--- config.mk ---
export PLATFORM = sky130hd
export DESIGN_NAME = uart_fifo_feeder
export DESIGN_NICKNAME = d
export VERILOG_FILES = /design/src/rtl/uart_fifo_feeder.sv
export SDC_FILE = /design/constraint.sdc
export NUM_CORES = 1
export LEC_CHECK = 0
export BUFFER_PORTS_ARGS = -buffer_cell sky130_fd_sc_hd__buf_2
export CORE_MARGIN = 2
export CORE_UTILIZATION = 24
export CTS_CLUSTER_SIZE = 14
export DETAILED_ROUTE_END_ITERATION = 10
export PLACE_DENSITY = 0.46
export SLEW_MARGIN = 30
export SYNTH_ARGS = -nofsm -noshare
export SYNTH_HDL_FRONTEND = slang
export SYNTH_SLANG_ARGS = --single-unit
--- constraint.sdc ---
create_clock -name sysclk_12 -period 2.7 [get_ports sysclk_12]
set_input_delay 0.135 -clock sysclk_12 [delete_from_list [all_inputs] [get_ports sysclk_12]]
set_output_delay 0.135 -clock sysclk_12 [all_outputs]
set_load 0.02 [all_outputs]
--- src/rtl/uart_fifo_feeder.sv ---
// rtl/uart_fifo_feeder.sv - pops FIFO bytes and hands them to the UART transmitter one frame at a time
// Registered outputs are derived from the next state so they change on the same edge as the FSM.
module uart_fifo_feeder #(
  parameter int FIFO_LAT      = 1,
  parameter int START_TIMEOUT = 16,
  parameter int GAP_CYCLES    = 4
) (
  input  logic        sysclk_12,
  input  logic        i_rest,
  input  logic        tx_enable,
  input  logic        rdempty,
  input  logic [7:0]  fifo_q,
  output logic        rdreq,
  output logic [7:0]  paralle_data,
  output logic        uart_en,
  input  logic        send_sta_flg,
  output logic        busy,
  output logic [15:0] byte_cnt,
  output logic        err_timeout,
  input  logic        err_clr
);

  localparam int          GAP_EFF  = (GAP_CYCLES < 2) ? 2 : GAP_CYCLES;
  localparam logic [15:0] LAT_LAST = 16'(FIFO_LAT - 1);
  localparam logic [15:0] TO_LAST  = 16'(START_TIMEOUT - 1);
  localparam logic [15:0] GAP_LAST = 16'(GAP_EFF - 1);

  typedef enum logic [2:0] {
    IDLE    = 3'd0,
    RD_REQ  = 3'd1,
    RD_WAIT = 3'd2,
    START   = 3'd3,
    BUSY    = 3'd4,
    GAP     = 3'd5
  } state_t;

  state_t      r_state;
  state_t      w_next;
  logic [15:0] r_cnt;
  logic        r_rdreq;
  logic        r_uart_en;
  logic        r_busy;
  logic        r_err;
  logic [7:0]  r_data;
  logic [15:0] r_byte_cnt;
  logic        w_accept;
  logic        w_timeout;

  always_ff @(posedge sysclk_12 or posedge i_rest) begin
    if (i_rest) begin
      r_state <= IDLE;
    end else begin
      r_state <= w_next;
    end
  end

  always_comb begin
    w_next    = r_state;
    w_accept  = 1'b0;
    w_timeout = 1'b0;
    case (r_state)
      IDLE:    if (tx_enable && !rdempty) w_next = RD_REQ;
      RD_REQ:  w_next = RD_WAIT;
      RD_WAIT: if (r_cnt == LAT_LAST) w_next = START;
      START: begin
        if (send_sta_flg) begin
          w_accept = 1'b1;
          w_next   = BUSY;
        end else if (r_cnt == TO_LAST) begin
          w_timeout = 1'b1;
          w_next    = GAP;
        end
      end
      BUSY:    if (!send_sta_flg) w_next = GAP;
      GAP:     if (r_cnt == GAP_LAST) w_next = IDLE;
      default: w_next = IDLE;
    endcase
  end

  // One shared cycle counter, restarted on every state change (RD_WAIT, START and GAP use it).
  always_ff @(posedge sysclk_12 or posedge i_rest) begin
    if (i_rest) begin
      r_cnt      <= '0;
      r_rdreq    <= 1'b0;
      r_uart_en  <= 1'b0;
      r_busy     <= 1'b0;
      r_data     <= '0;
      r_byte_cnt <= '0;
      r_err      <= 1'b0;
    end else begin
      r_cnt     <= (w_next != r_state) ? 16'd0 : r_cnt + 16'd1;
      r_rdreq   <= (w_next == RD_REQ);
      r_uart_en <= (w_next == START);
      r_busy    <= (w_next != IDLE);
      if (r_state == RD_WAIT && w_next == START) r_data <= fifo_q;
      if (w_accept) r_byte_cnt <= r_byte_cnt + 16'd1;
      if (w_timeout) begin
        r_err <= 1'b1;
      end else if (err_clr) begin
        r_err <= 1'b0;
      end
    end
  end

  assign rdreq        = r_rdreq;
  assign uart_en      = r_uart_en;
  assign busy         = r_busy;
  assign paralle_data = r_data;
  assign byte_cnt     = r_byte_cnt;
  assign err_timeout  = r_err;

endmodule

# Word-level counts from Yosys, hierarchy flattened
# Cells that the tools add are included.
[totals]
register_bits = 47
out_inout_bits = 28
[op_classes]
mux = 15
add_sub_neg = 2
n_eq_ne = 10
n_reduce_logical = 7
[ops]
columns = ["cell", "count"]
rows = [
  ["16-bit by 1-bit adder with 16-bit output (second input constant)", 2],
  ["3-bit two-way mux", 6],
  ["3-bit one-hot mux with 6 select lines", 1],
  ["16-bit by 2-bit equality test with 1-bit output (second input constant)", 1],
  ["16-bit by 4-bit equality test with 1-bit output (second input constant)", 1],
  ["16-bit zero test", 1],
  ["16-bit two-way mux", 1],
  ["3-bit by 2-bit equality test with 1-bit output (second input constant)", 3],
  ["1-bit two-way mux", 7],
  ["3-bit by 1-bit equality test with 1-bit output (second input constant)", 2],
  ["3-bit equality test (second input constant)", 2],
  ["3-bit zero test", 1],
  ["3-bit inequality test", 1],
  ["3-bit nonzero test", 1],
  ["1-bit logical AND", 2],
  ["2-bit nonzero test", 1],
  ["1-bit zero test", 1],
]

# Depth between registers and ports, before layout
# Gate-level depths: netlist of run 1.
[depth]
ltp_word = 6
depth_mapped = 7

# Worst setup path before layout of run 1
# OpenSTA, ideal clock, no wires.
[synth_timing]
path_kind = "reg-to-reg"
start = "reg r_cnt[4]"
end = "reg r_data[0] (netlist: paralle_data[0])"
stages_incl_launch_ff = 5
required_time_ps = 2575
path_buffers = 1
arrival_ps = 1983
setup_slack_ps = 592
path_cell_list = "dfrtp_1 -> or4_4 -> or4_4 -> buf_6 -> mux2_4"
[synth_via]
elab_chain_len = 6
[synth_lines]
columns = ["element", "line_no", "text"]
rows = [
  ["start, declared", "39", "logic [15:0] r_cnt;"],
  ["start signal, assigned", "91", "r_cnt <= (w_next != r_state) ? 16'd0 : r_cnt + 16'd1;"],
  ["16-bit by 4-bit equality test with 1-bit output", "69", "end else if (r_cnt == TO_LAST) begin"],
  ["3-bit two-way mux", "69", ""],
  ["3-bit two-way mux", "66", "if (send_sta_flg) begin"],
  ["3-bit one-hot mux with 6 select lines *", "61", "case (r_state)"],
  ["3-bit by 2-bit equality test with 1-bit output *", "95", "if (r_state == RD_WAIT && w_next == START) r_data <= fifo_q;"],
  ["1-bit logical AND *", "95", ""],
  ["end signal, assigned", "95", ""],
  ["end, declared", "44", "logic [7:0] r_data;"],
]
# Every way passes the cells marked *; elsewhere a longest branch is shown, timed or not.
# A chain may end at the register's enable or synchronous reset.

# Final worst setup path of run 1
[layout_timing]
start = "reg r_cnt[0]"
end = "reg r_cnt[13]"
[layout_via]
elab_chain_len = 6
[layout_lines]
columns = ["element", "line_no"]
rows = [
  ["16-bit by 4-bit equality test with 1-bit output", "69"],
  ["3-bit two-way mux", "69"],
  ["3-bit two-way mux", "66"],
  ["3-bit one-hot mux with 6 select lines", "61"],
  ["3-bit inequality test", "91"],
  ["16-bit two-way mux *", "91"],
]
# Marked as above.

==> results.yml, run 1 <==
run_status:
  status: "completed"
setup_path:
  path_class: "reg -> reg"
  crit_required_ns: 2.88
  endpoint_kind: "flip-flop"
  crit_fanout: 16
  critPathArrivalTime_ns: 2.57
  critical_path.startpoint_type: "flip-flop"
drt:
  wl_um: 4590
  via_per_inst: 4.30
  first_iter_violations: 41
  vias: 1620
  wl_per_cell_um: 12.2
  drtPass1Iterations: 4
  antenna_left: 0
  detail_route.drc_violations: 0
global_route:
  grt_pass1_wl_um: 7930
  grt.total_usage: 0.0960
  first_global_vias: 1664
  overflow: 0
  antenna_found_initial: 0
  grt_max_degree: 28
final_layout:
  drive_gt1_frac: 0.323
  final_nets: 264
  area_growth_pct: 21.4
  diodes: 0
  finalNonFillerCells: 377
die:
  initial_core_util: 0.248
  dieArea_mm2: 0.0104
  rows: 35
  boundaryPins: 42
  die_h_um: 102
  dieWidth_um: 102
  coreArea_mm2: 0.00928
yosys:
  avgSynthCellArea_um2: 11.6
  yosysTopAreaCell: "dfrtp_1"
  synth_top_area_frac: 0.511
  synth_seq_area_share: 0.511
  synth_fp_nets: 216
  synth.cell_area_mm2: 0.00230
  yosys_warnings: 0
  synth_edf_count: 0
  postSynthCellCount: 199
  synthTopCellsByCount: "dfrtp_1, xnor2_1, nand3_1"
  synth_cell_types: 40
  ys_async_sr_fraction: 1.00
  netlist_top_cells_area: "dfrtp_1, xnor2_1, xor2_1, mux2_4, nor3_2"
  ys.flop_type: "dfrtp_1"
  synth_seq_cells: 47
  yosysMostFrequentCell: "dfrtp_1"
timing:
  finalCritPeriodShare: 0.886
  period_minus_slack_ns: 2.39
  rsz0062_at_grt: "false"
  slew_headroom: 0.544
  final_max_slew_viol_count: 0
  setup_tns_ns: 0
  final-setup-viol-count: 0
  worst-slew-pin-transition_ns: 0.678
  max_freq_mhz: 418
  fin_skew_ns: 0.0171
  holdWs_ns: 0.0372
  finalHoldViolCount: 0
pwr:
  p_per_area_mw_per_mm2: 899
  ir_drop_mv: 0.270
  leakage_nw: 1.33
  total_power_w: 0.00251
cts:
  clock_sinks: 47
  cts_tree: "yes"
  clk_pin_slew_ns: 0.10
  cts_buffers: 5
  cts_buffer_depth: 2
  cts_repair_resize_count: 0
  cts_root_buf: "clkbuf_8"
  htree_num_levels: 2
  clk_latency_ns: 0.31
  post_cts_buffers: 0
  holdBufCountCts: 2
placed_design:
  port_buffers: 41
  gp_congestion: 0.749
  dp_hpwl_um: 3220
  placed_cells: 367
run:
  drv_cap: 0
min_path:
  hold_class: "in -> reg"
[final timing paths]
path,start,end,slack (ns),cells past startpoint
max,r_cnt[0],r_cnt[13],0.31,7
min,fifo_q[2],paralle_data[2],0.04,2
max reg2reg,r_cnt[0],r_cnt[13],0.31,7
min reg2reg,byte_cnt[15],byte_cnt[15],0.47,1
max in group asynchronous,i_rest,byte_cnt[1],1.67,4
min in group asynchronous,i_rest,paralle_data[6],0.41,3
[worst max-delay path, cell delays in order, from the launching register on]
cell      delay (ns)
dfrtp_1         0.44
ha_1            0.26
or3b_2          0.47
nor4_2          0.31
o21ai_1         0.22
o211ai_4        0.20
buf_4           0.28
nor3_2          0.07
[power by group]
part | internal (W) | switching, W | leakage, nW
clock network | 0.000279 | 0.000260 | 0.0548
logic | 0.000406 | 0.000588 | 0.656
registers | 0.000847 | 0.000132 | 0.620
[cell type report]
type | instances | area [um^2]
Timing Repair Buffer | 48 | 263
Clock inverter | 3 | 46.3
Multi-Input combinational cell | 137 | 1050
Clock buffer | 5 | 68.8
Sequential cell | 47 | 1180
Fill cell | 988 | 6490
Tap cell | 129 | 161
Inverter | 8 | 30.0
[routing by layer]
| metal | part of all wire | GRT usage |
|---|---|---|
| met5 | 0 | 0 |
| met4 | 0.017 | 0.0410 |
| met3 | 0.056 | 0.0219 |
| met2 | 0.44 | 0.155 |
| met1 | 0.48 | 0.124 |
[sequential cells by signal, indices dropped and copies added (netlist names)]
signal	cells
busy	1
byte_cnt	16
err_timeout	1
paralle_data	8
r_cnt	16
r_state	3
rdreq	1
uart_en	1
[cell families (layout without fill, tap and decap cells)]
kind of cell    Yosys count  after routing  synth area share
buf+inv                  15             64            0.0331
xor+xnor                 30             30             0.114
mux                       9              9            0.0554
simple gates             84             84             0.229
fa+ha+maj                 3              3            0.0163
flops                    47             47             0.511
compound gates           11             11            0.0413
[through the flow]
step / instance area, um^2 / setup WS (ns) / utilization
3_5_place_dp: 2660 / 0.376 / 0.287
2_1_floorplan: 2300 / 0.592 / -
6_report: 2800 / 0.307 / 0.301
4_1_cts: 2800 / 0.324 / 0.301
5_1_grt: 2800 / 0.175 / 0.301
3_3_place_gp: 2660 / 0.357 / 0.287
[cell usage in the layout (no fill, tap or decap), types with 2 or more instances in the layout]
cell type      count
and3_1             8
buf_2             41
buf_4              5
clkbuf_8           5
dfrtp_1           47
dlygate4sd3_1      2
ha_1               3
inv_1              7
mux2_4             7
nand2_1           11
nand2b_1           5
nand3_1           14
nand3b_1           2
nand4_1            5
nor2_1             8
nor3_1            10
nor3_2            10
o21ai_1            2
or4_4              3
xnor2_1           17
xor2_1            13
Power figures use the tool's default switching activity.
==> run 2: changes to the inputs <==
- REMOVE_ABC_BUFFERS: unset -> 1
==> results.yml, run 2 (synthesis gave the netlist of run 1 again) <==
global_route:
  grt_util_met3: 0.0212
  grt_max_degree: 48
  antenna_found_initial: 0
  overflow: 0
  first_global_vias: 1578
  grtUsageMet1: 0.127
  top_usage_layer: "met2"
  grt.total_usage: 0.0916
  grtUsageMet2: 0.144
  grt_pass1_wl_um: 7680
setup_path:
  critical_path.startpoint_type: "flip-flop"
  crit_fanout: 16
  critPathArrivalTime_ns: 2.51
  endpoint_kind: "flip-flop"
  rr_endpoint: "r_cnt[15]"
  r2r_cells: 7
  crit_required_ns: 2.88
  ff2ff_setup_slack_ns: 0.37
  path_class: "reg -> reg"
  r2r_start: "r_cnt[0]"
cts:
  clk_latency_ns: 0.30
  cts_buffer_depth: 2
  post_cts_buffers: 0
  htree_num_levels: 2
  clock_sinks: 47
  cts_buffers: 5
  cts_root_buf: "clkbuf_8"
  cts_tree: "yes"
  clk_pin_slew_ns: 0.09
die:
  initial_core_util: 0.248
  dieWidth_um: 102
  boundaryPins: 42
  dieArea_mm2: 0.0104
  die_h_um: 102
  rows: 35
  coreArea_mm2: 0.00928
timing:
  fin_skew_ns: 0.00471
  finalCritPeriodShare: 0.863
  slew_headroom: 0.582
  setup_tns_ns: 0
  final-setup-viol-count: 0
  rsz0062_at_grt: "false"
  worst-slew-pin-transition_ns: 0.621
  period_minus_slack_ns: 2.33
  final_max_slew_viol_count: 0
  finalHoldViolCount: 0
  max_freq_mhz: 429
final_layout:
  finalNonFillerCells: 374
  final_cell_mix: "dfrtp_1, buf_2, xnor2_1, nand3_1, xor2_1"
  final_nets: 261
  fin_util: 0.297
  drive_gt1_frac: 0.314
  diodes: 0
  area_growth_pct: 19.8
  final_area_mm2: 0.00276
  final_common_cell: "dfrtp_1"
placed_design:
  dpl_cell_area_mm2: 0.00264
  gp_congestion: 0.737
  dp_hpwl_um: 3080
  placed_cells: 364
  port_buffers: 41
drt:
  wl_per_cell_um: 12.1
  first_iter_violations: 63
  via_per_inst: 4.29
  vias: 1605
  drtPass1Iterations: 4
  wl_um: 4530
  antenna_left: 0
  detail_route.drc_violations: 0
min_path:
  hold_start: "fifo_q[2]"
  hold_class: "in -> reg"
  hold_end: "paralle_data[2]"
  hold_path_depth: 2
run_status:
  status: "completed"
pwr:
  ir_drop_mv: 0.269
  total_power_w: 0.00241
  leakage_nw: 1.31
  p_per_area_mw_per_mm2: 873
run:
  drv_cap: 0
[run 2: cell count changes in the layout (fill, tap and decap cells not counted), sizes merged]
cell    delta
buf        -3
bufinv     -1
clkinv     +1
inv        -1
clkbuf     +1
[run 2: worst max-delay path by stage]
stage / startpoint / slack [ns] / cells after the start / end
final: r_cnt[0] / 0.37 / 7 / r_cnt[15]
after global routing: r_cnt[0] / 0.23 / 7 / r_cnt[6]
after CTS: r_cnt[0] / 0.37 / 7 / r_cnt[15]
after detailed placement: r_cnt[0] / 0.39 / 7 / r_cnt[15]
after global placement: r_cnt[0] / 0.37 / 7 / r_cnt[2]
after floorplan: r_cnt[4] / 0.54 / 5 / r_cnt[15]
[run 2: timing repair]
item / in CTS / in global routing
hold buffers: 2 / 0
endpoints found under the hold margin: 48 / 0
gates resized for setup: 0 / 0
[run 2: routing by layer]
layer,part of all wire,up-vias
met5,0,-
met4,0.010,0
met3,0.053,5
met2,0.44,43
met1,0.50,772
li1,-,785
[run 2: through the flow]
stage | setup slack (ns) | hold slack [ns]
2_1_floorplan | 0.542 | 0.216
3_3_place_gp | 0.367 | 0.306
3_5_place_dp | 0.387 | 0.261
4_1_cts | 0.365 | 0.0260
5_1_grt | 0.230 | 0.0261
6_report | 0.369 | 0.0408
[run 2: where the power goes]
part           total, W  internal, W  switching (W)
registers       0.00100     0.000847       0.000155
clock network  0.000456     0.000209       0.000247
logic          0.000952     0.000394       0.000557
total           0.00241      0.00145       0.000959
[run 2: final cells by class]
| class | instances | area [um^2] |
|---|---|---|
| repair buffers | 45 | 240 |
| fillers | 983 | 6520 |
| clock buffers | 6 | 82.6 |
| clock inverters | 2 | 16.3 |
| well taps | 129 | 161 |
| multi-input cells | 137 | 1050 |
| inverters | 8 | 32.5 |
| flip-flops and latches | 47 | 1180 |
[run 2: critical path: stages, from the launching register on]
cell and delay (ns):
dfrtp_1 0.44, ha_1 0.26, or3b_2 0.47, nor4_2 0.27, o21ai_1 0.19, o211ai_4 0.20, buf_4 0.29, nor3_1 0.09
